<file path="src/rtl/lau_pkg.sv">
// Shared library package: performance selector used by the counter and Gray blocks.
package lau_pkg;

    typedef enum logic {
        FAST  = 1'b0,
        SMALL = 1'b1
    } speed_e;

endpackage

</file>
<file path="src/rtl/gray_ptr_counter_bin2gray.sv">
// Bin2Gray: combinational binary-to-Gray conversion, G[i] = B[i+1] ^ B[i], MSB passed through.
module Bin2Gray
    import lau_pkg::*;
#(
    parameter int unsigned width = 8,
    parameter speed_e      speed = FAST
) (
    input  logic [width-1:0] B,
    output logic [width-1:0] G
);

    // Both forms are the same function; SMALL keeps the per-bit structure visible to the mapper.
    if (speed == FAST) begin : g_fast
        assign G = B ^ (B >> 1);
    end else begin : g_small
        assign G[width-1] = B[width-1];
        for (genvar i = 0; i < int'(width) - 1; i++) begin : g_bit
            assign G[i] = B[i+1] ^ B[i];
        end
    end

endmodule

</file>
<file path="src/rtl/gray_ptr_counter.sv">
// Binary pointer counter with flop-direct Gray output for async FIFO pointers.
// Define GRAY_PTR_DOWN_EN to add the dn_i port and decrement support.
module gray_ptr_counter
    import lau_pkg::*;
#(
    parameter int unsigned width = 8,
    parameter speed_e      speed = FAST
) (
    input  logic             clk_i,
    input  logic             rst_ni,
    input  logic             clr_i,
    input  logic             ld_i,
    input  logic [width-1:0] ld_val_i,
`ifdef GRAY_PTR_DOWN_EN
    input  logic             dn_i,
`endif
    input  logic             en_i,
    output logic [width-1:0] bin_o,
    output logic [width-1:0] gray_o,
    output logic             wrap_o
);

    logic [width-1:0] r_bin;
    logic [width-1:0] r_gray;
    logic             r_wrap;
    logic [width-1:0] w_cnt_n;
    logic [width-1:0] w_gray_n;
    logic             w_wrap_n;

    // Priority clr > ld > en; a wrap only comes from a counting step.
    always_comb begin
        w_cnt_n  = r_bin;
        w_wrap_n = 1'b0;
        if (clr_i) begin
            w_cnt_n = '0;
        end else if (ld_i) begin
            w_cnt_n = ld_val_i;
        end else if (en_i) begin
`ifdef GRAY_PTR_DOWN_EN
            if (dn_i) begin
                w_cnt_n  = r_bin - 1'b1;
                w_wrap_n = (r_bin == '0);
            end else begin
                w_cnt_n  = r_bin + 1'b1;
                w_wrap_n = &r_bin;
            end
`else
            w_cnt_n  = r_bin + 1'b1;
            w_wrap_n = &r_bin;
`endif
        end
    end

    // Gray is converted from the next count so gray_o is a pure flop output.
    Bin2Gray #(
        .width (width),
        .speed (speed)
    ) u_bin2gray (
        .B (w_cnt_n),
        .G (w_gray_n)
    );

    always_ff @(posedge clk_i or negedge rst_ni) begin
        if (!rst_ni) begin
            r_bin  <= '0;
            r_gray <= '0;
            r_wrap <= 1'b0;
        end else begin
            r_bin  <= w_cnt_n;
            r_gray <= w_gray_n;
            r_wrap <= w_wrap_n;
        end
    end

    assign bin_o  = r_bin;
    assign gray_o = r_gray;
    assign wrap_o = r_wrap;

endmodule

</file>
<file path="config.mk">
export PLATFORM = sky130hd
export DESIGN_NAME = gray_ptr_counter
export DESIGN_NICKNAME = d
export VERILOG_FILES = /design/src/rtl/lau_pkg.sv /design/src/rtl/gray_ptr_counter_bin2gray.sv /design/src/rtl/gray_ptr_counter.sv
export SDC_FILE = /design/constraint.sdc
export NUM_CORES = 1
export LEC_CHECK = 0
export CORE_MARGIN = 8
export CORE_UTILIZATION = 46
export DETAILED_ROUTE_END_ITERATION = 16
export PLACE_DENSITY = 0.86
export SETUP_SLACK_MARGIN = 0.05
export SYNTH_ARGS = -nofsm -noshare
export SYNTH_HDL_FRONTEND = slang
export SYNTH_SLANG_ARGS = --single-unit
export TNS_END_PERCENT = 30
</file>
<file path="constraint.sdc">
create_clock -name clk_i -period 2.4 [get_ports clk_i]
set_input_delay 0.48 -clock clk_i [delete_from_list [all_inputs] [get_ports clk_i]]
set_output_delay 0.48 -clock clk_i [all_outputs]
set_load 0.05 [all_outputs]
</file>
Word level (Yosys, flattened, before mapping):

Index checks and enable logic that the tools add are counted.

* eq/ne operators: 0
* $lt $le $gt $ge: 0
* multipliers: 0
* bitwise gates (word level): 1
* add/subtract/negate cells: 1
* multiplexer cells: 6
* divide/modulo/power cells: 0
* reductions and logical operators: 1
* shift operators: 0

Operators by type and width (count)
* 8-bit two-way mux: 3
* 8-bit by 1-bit adder with 8-bit output, second input constant: 1
* 8-bit AND reduction: 1
* 8-bit by 7-bit bitwise XOR with 8-bit output: 1
* 1-bit two-way mux: 3

* input port bits: 13
* output and inout bits: 17
* RAM bits: 0
* flip-flop bits (word level): 17
* memories: 0
* bits in latches: 0
* memory bits (read-only): 0
* logic and storage cells: 12

Logic depth before layout (Yosys ltp):

* depth in word-level cells: 5
* gate-level depth with buffers: 6
* gate-level depth less buffers: 5

Modules after synthesis:

A second synthesis with hierarchy kept.

* cells, all modules: 69
* area, all modules: 764.5 um^2

Modules (own cells, without submodules)
* gray_ptr_counter: times used 1, area each 695.7 um^2, cells each 61, seq. area each 425.4 um^2
* Bin2Gray: times used 1, area each 68.8 um^2, cells each 8, seq. area each 0.0 um^2

Worst setup path after synthesis:

OpenSTA, ideal clock, no wires.

* kind: register to register
* from: register r_bin[0], in the netlist bin_o[0]
* to: register r_gray[6], in the netlist gray_o[6]
* arrival time: 1.686 ns
* cell stages (with the launch flop): 6
* period minus slack after synthesis: 1.820 ns
* setup slack: 0.580 ns
* buffers on the path: 0
* data required time: 2.266 ns
* setup time: 0.134 ns
* cells stage by stage: dfrtp_1 -> ha_1 -> nand3_1 -> o21a_1 -> o311ai_2 -> xnor2_1

* cells in the longest elaborated chain, start to end: 5

Ends and longest elaborated chain
* start: declaration: line gray_ptr_counter.sv:23 `logic [width-1:0] r_bin;`
* start signal: assignment: line gray_ptr_counter.sv:69 `r_bin <= w_cnt_n;`
* 8-bit by 1-bit adder with 8-bit output: line gray_ptr_counter.sv:48 `w_cnt_n = r_bin + 1'b1;`
* 8-bit two-way mux: line gray_ptr_counter.sv:38 `end else if (en_i) begin`
* 8-bit two-way mux: line gray_ptr_counter.sv:36 `end else if (ld_i) begin`
* 8-bit two-way mux: line gray_ptr_counter.sv:34 `if (clr_i) begin`
* 8-bit by 7-bit bitwise XOR with 8-bit output: line gray_ptr_counter_bin2gray.sv:14 `assign G = B ^ (B >> 1);`
* named net u_bin2gray.G[6]: line gray_ptr_counter_bin2gray.sv:9 `output logic [width-1:0] G`
* end signal: assignment: line gray_ptr_counter.sv:70 `r_gray <= w_gray_n;`
* end: declaration: line gray_ptr_counter.sv:24 `logic [width-1:0] r_gray;`

The timed path passes the listed nets, and every way through them passes these cells.

Worst setup path after layout:

* from: register r_bin[3], in the netlist bin_o[3]
* to: output port bin_o[3]

RTL lines
* end: declaration: line gray_ptr_counter.sv:18 `output logic [width-1:0] bin_o,`

No word-level cell between the ends.

==> flow_summary.toml <==
[outcome]
outcome = "completed"

[timing]
report.final.hold_viol_count = 0
worst_slew_pin_slew_ns = 0.702
finalWorstPathRequiredPeriod_ns = 2.07
setup_repair_after_global_routing_missed_its_margin = "false"
hold-worst-slack_ns = 0.602
timing.max_slew.rel_slack = 0.531
final-setup-viol-count = 0
fmaxAchievable_ghz = 0.483
timing_max_transition_violations_final = 0
fin_worst_skew_ns = 0.00630
finalCritPeriodShare = 0.862
final.setup.tns_ns = 0

[layout]
syn2layout_area_growth_pct = 38.0
finalCoreUtilization = 0.659
layout.filler_cells = 141
num_antenna_cells = 0
final_nets = 119
most_common_cell_after_layout_fill_and_taps_aside = "sky130_fd_sc_hd__clkdlybuf4s50_1"
fraction_of_layout_instances_using_a_drive_strength_above_1 = 0.0583
final_cell_mix = "29 x sky130_fd_sc_hd__clkdlybuf4s50_1, 16 x sky130_fd_sc_hd__dfrtp_1, 8 x sky130_fd_sc_hd__inv_1"

[yosys]
syn-num-nets = 89
netlist_top_cells_area = "sky130_fd_sc_hd__dfrtp_1 50%, sky130_fd_sc_hd__xnor2_1 6.5%, sky130_fd_sc_hd__xor2_1 5.4%"
synth_largest_area_cell = "sky130_fd_sc_hd__dfrtp_1"
synth_cell_type_count = 25
synth_warnings = 0
syn-mean-instance-area_um2 = 10.7
synth.ff_latch_count = 16
yosys.area.top_type_share = 0.497
synth_cells = 75
ys_seq_area_frac = 0.497
synth.cell_area_um2 = 806

[grt]
grt_use_total = 0.105
grt_start_max_net_pins = 18
grt_antenna_before_repair = 0
global_route_wire_length_before_repair_mm = 2.68
gr-total-overflow = 0
grt_pass1_vias = 584

[worst_setup_path]
critPathBufInv = 1
timing.critical_path.fanout_max = 6
crit_chain = "clkdlybuf4s50_1"
critical_path_data_required_time_ns = 1.92
cp.arrival_ns = 1.59
rrSetupSlack_ns = 0.80
critical_path.max_stage_delay_ns = 0.84
cp_slowest_cell = "sky130_fd_sc_hd__clkdlybuf4s50_1"
critPathLaunchType = "flop"
critical_path_class = "reg -> out"
cp-end-kind = "output pin"
cp_top_family = "buffers and inverters"

[clocking]
clock-root-buffer = "sky130_fd_sc_hd__clkbuf_4"
postCtsSetupRepairBufs = 0
cts_tree = "built"
clock_latency_ns = 0.28
cts_sinks = 16
clk_pin_slew_ns = 0.09
htree_levels = 1
post_cts_resize_count = 0
cts_buf_count = 3
cts_hold_buffers_added = 0
clock_tree.buffer_depth = 2

[detailed_routing]
vias_per_cell = 5.13
route.vias.total = 615
route.antenna.remaining_nets = 0
dr.pass1.iters = 4
routed_wirelength_mm = 1.75
drt-initial-drc-count = 20
post-route-drc-count = 0
wl_per_cell_um = 14.6

[pwr]
power.density_cell_area_nw_per_um2 = 612
power.static_leakage_uw = 0.000492
worst_ir_drop_vdd_mv = 0.327

[placed_design]
gp_congestion = 0.788
place.port_buffers = 29
dp.final_hpwl_mm = 1.39

[floorplan]
floorplan.initialDensity = 0.477
coreArea_um2 = 1690
die_y_um = 57.9
io_pins = 30
fp.dieArea_um2 = 3350
die-width_um = 57.9
row_count = 15

[flow_run]
drv.max_cap_violation_count = 0

[worst_hold_path]
timing.hold.worst.class = "reg -> reg"
-- cell usage after synthesis (all sizes together) --
cell type and number:
o311a 1, buf 3, xor2 5, a21oi 2, nand3 3, ha 1
nor3 4, nand2b 4, o21a 3, o311ai 2, and2 2, dfrtp 16
o211ai 1, inv 8, clkbuf 1, o21ai 4, nor2 1, xnor2 6
mux2i 1, nand2 4, nand4 3
-- where the power goes --
group	switching [uW]	internal, uW	leakage (uW)
Combinational	145	85.8	0.000272
Clock	81.0	58.2	0.0000138
Sequential	17.2	294	0.000205
-- layout make-up --
cell class                 instances  area, um^2  share of cell area
clock buffer                       3        22.5              0.0202
inverter                           8        30.0              0.0270
multi-input combinational         47         348               0.313
sequential                        16         400               0.360
tap                               17        21.3              0.0191
timing repair buffer              29         290               0.261
-- metrics by stage --
stage               std cells  setup slack, ns  total power [uW]  instance area, um^2
finish                    120            0.331               681                 1110
global route              120            0.281               709                 1110
CTS                       120            0.317               689                 1110
detailed placement        117            0.313               550                 1090
global placement          117            0.314               546                 1090
floorplan                  75            0.580               462                  806
-- sequential cells by signal, indices dropped and copies added, names as in the netlist --
| signal | count |
|---|---|
| bin_o | 8 |
| gray_o | 7 |
| wrap_o | 1 |
-- worst paths after layout --
| check | startpoint | end | depth (start not counted) |
|---|---|---|---|
| max | bin_o[3]$_DFF_PN0_ | bin_o[3] | 1 |
| min | bin_o[7]$_DFF_PN0_ | wrap_o$_DFF_PN0_ | 2 |
| max reg2reg | bin_o[0]$_DFF_PN0_ | gray_o[6]$_DFF_PN0_ | 5 |
| min reg2reg | bin_o[7]$_DFF_PN0_ | wrap_o$_DFF_PN0_ | 2 |
| max in group asynchronous | rst_ni | bin_o[2]$_DFF_PN0_ | 1 |
| min in group asynchronous | rst_ni | bin_o[3]$_DFF_PN0_ | 1 |
-- metal layers --
metal	up-vias	global-route usage	routed length (um)
li1	310	-	-
met1	283	0.116	741
met2	20	0.177	868
met3	2	0.0155	108
met4	0	0.0839	27
met5	-	0	0
-- logic make-up after synthesis --
family                     share of synthesized area
AOI/OAI and AO/OA                              0.140
adders and majority gates                     0.0155
muxes                                         0.0124
buffers and inverters                         0.0714
DFF                                            0.497
xor gates and xnor gates                       0.120
and+or+nand+nor                                0.144
Power figures use the tool's default switching activity.
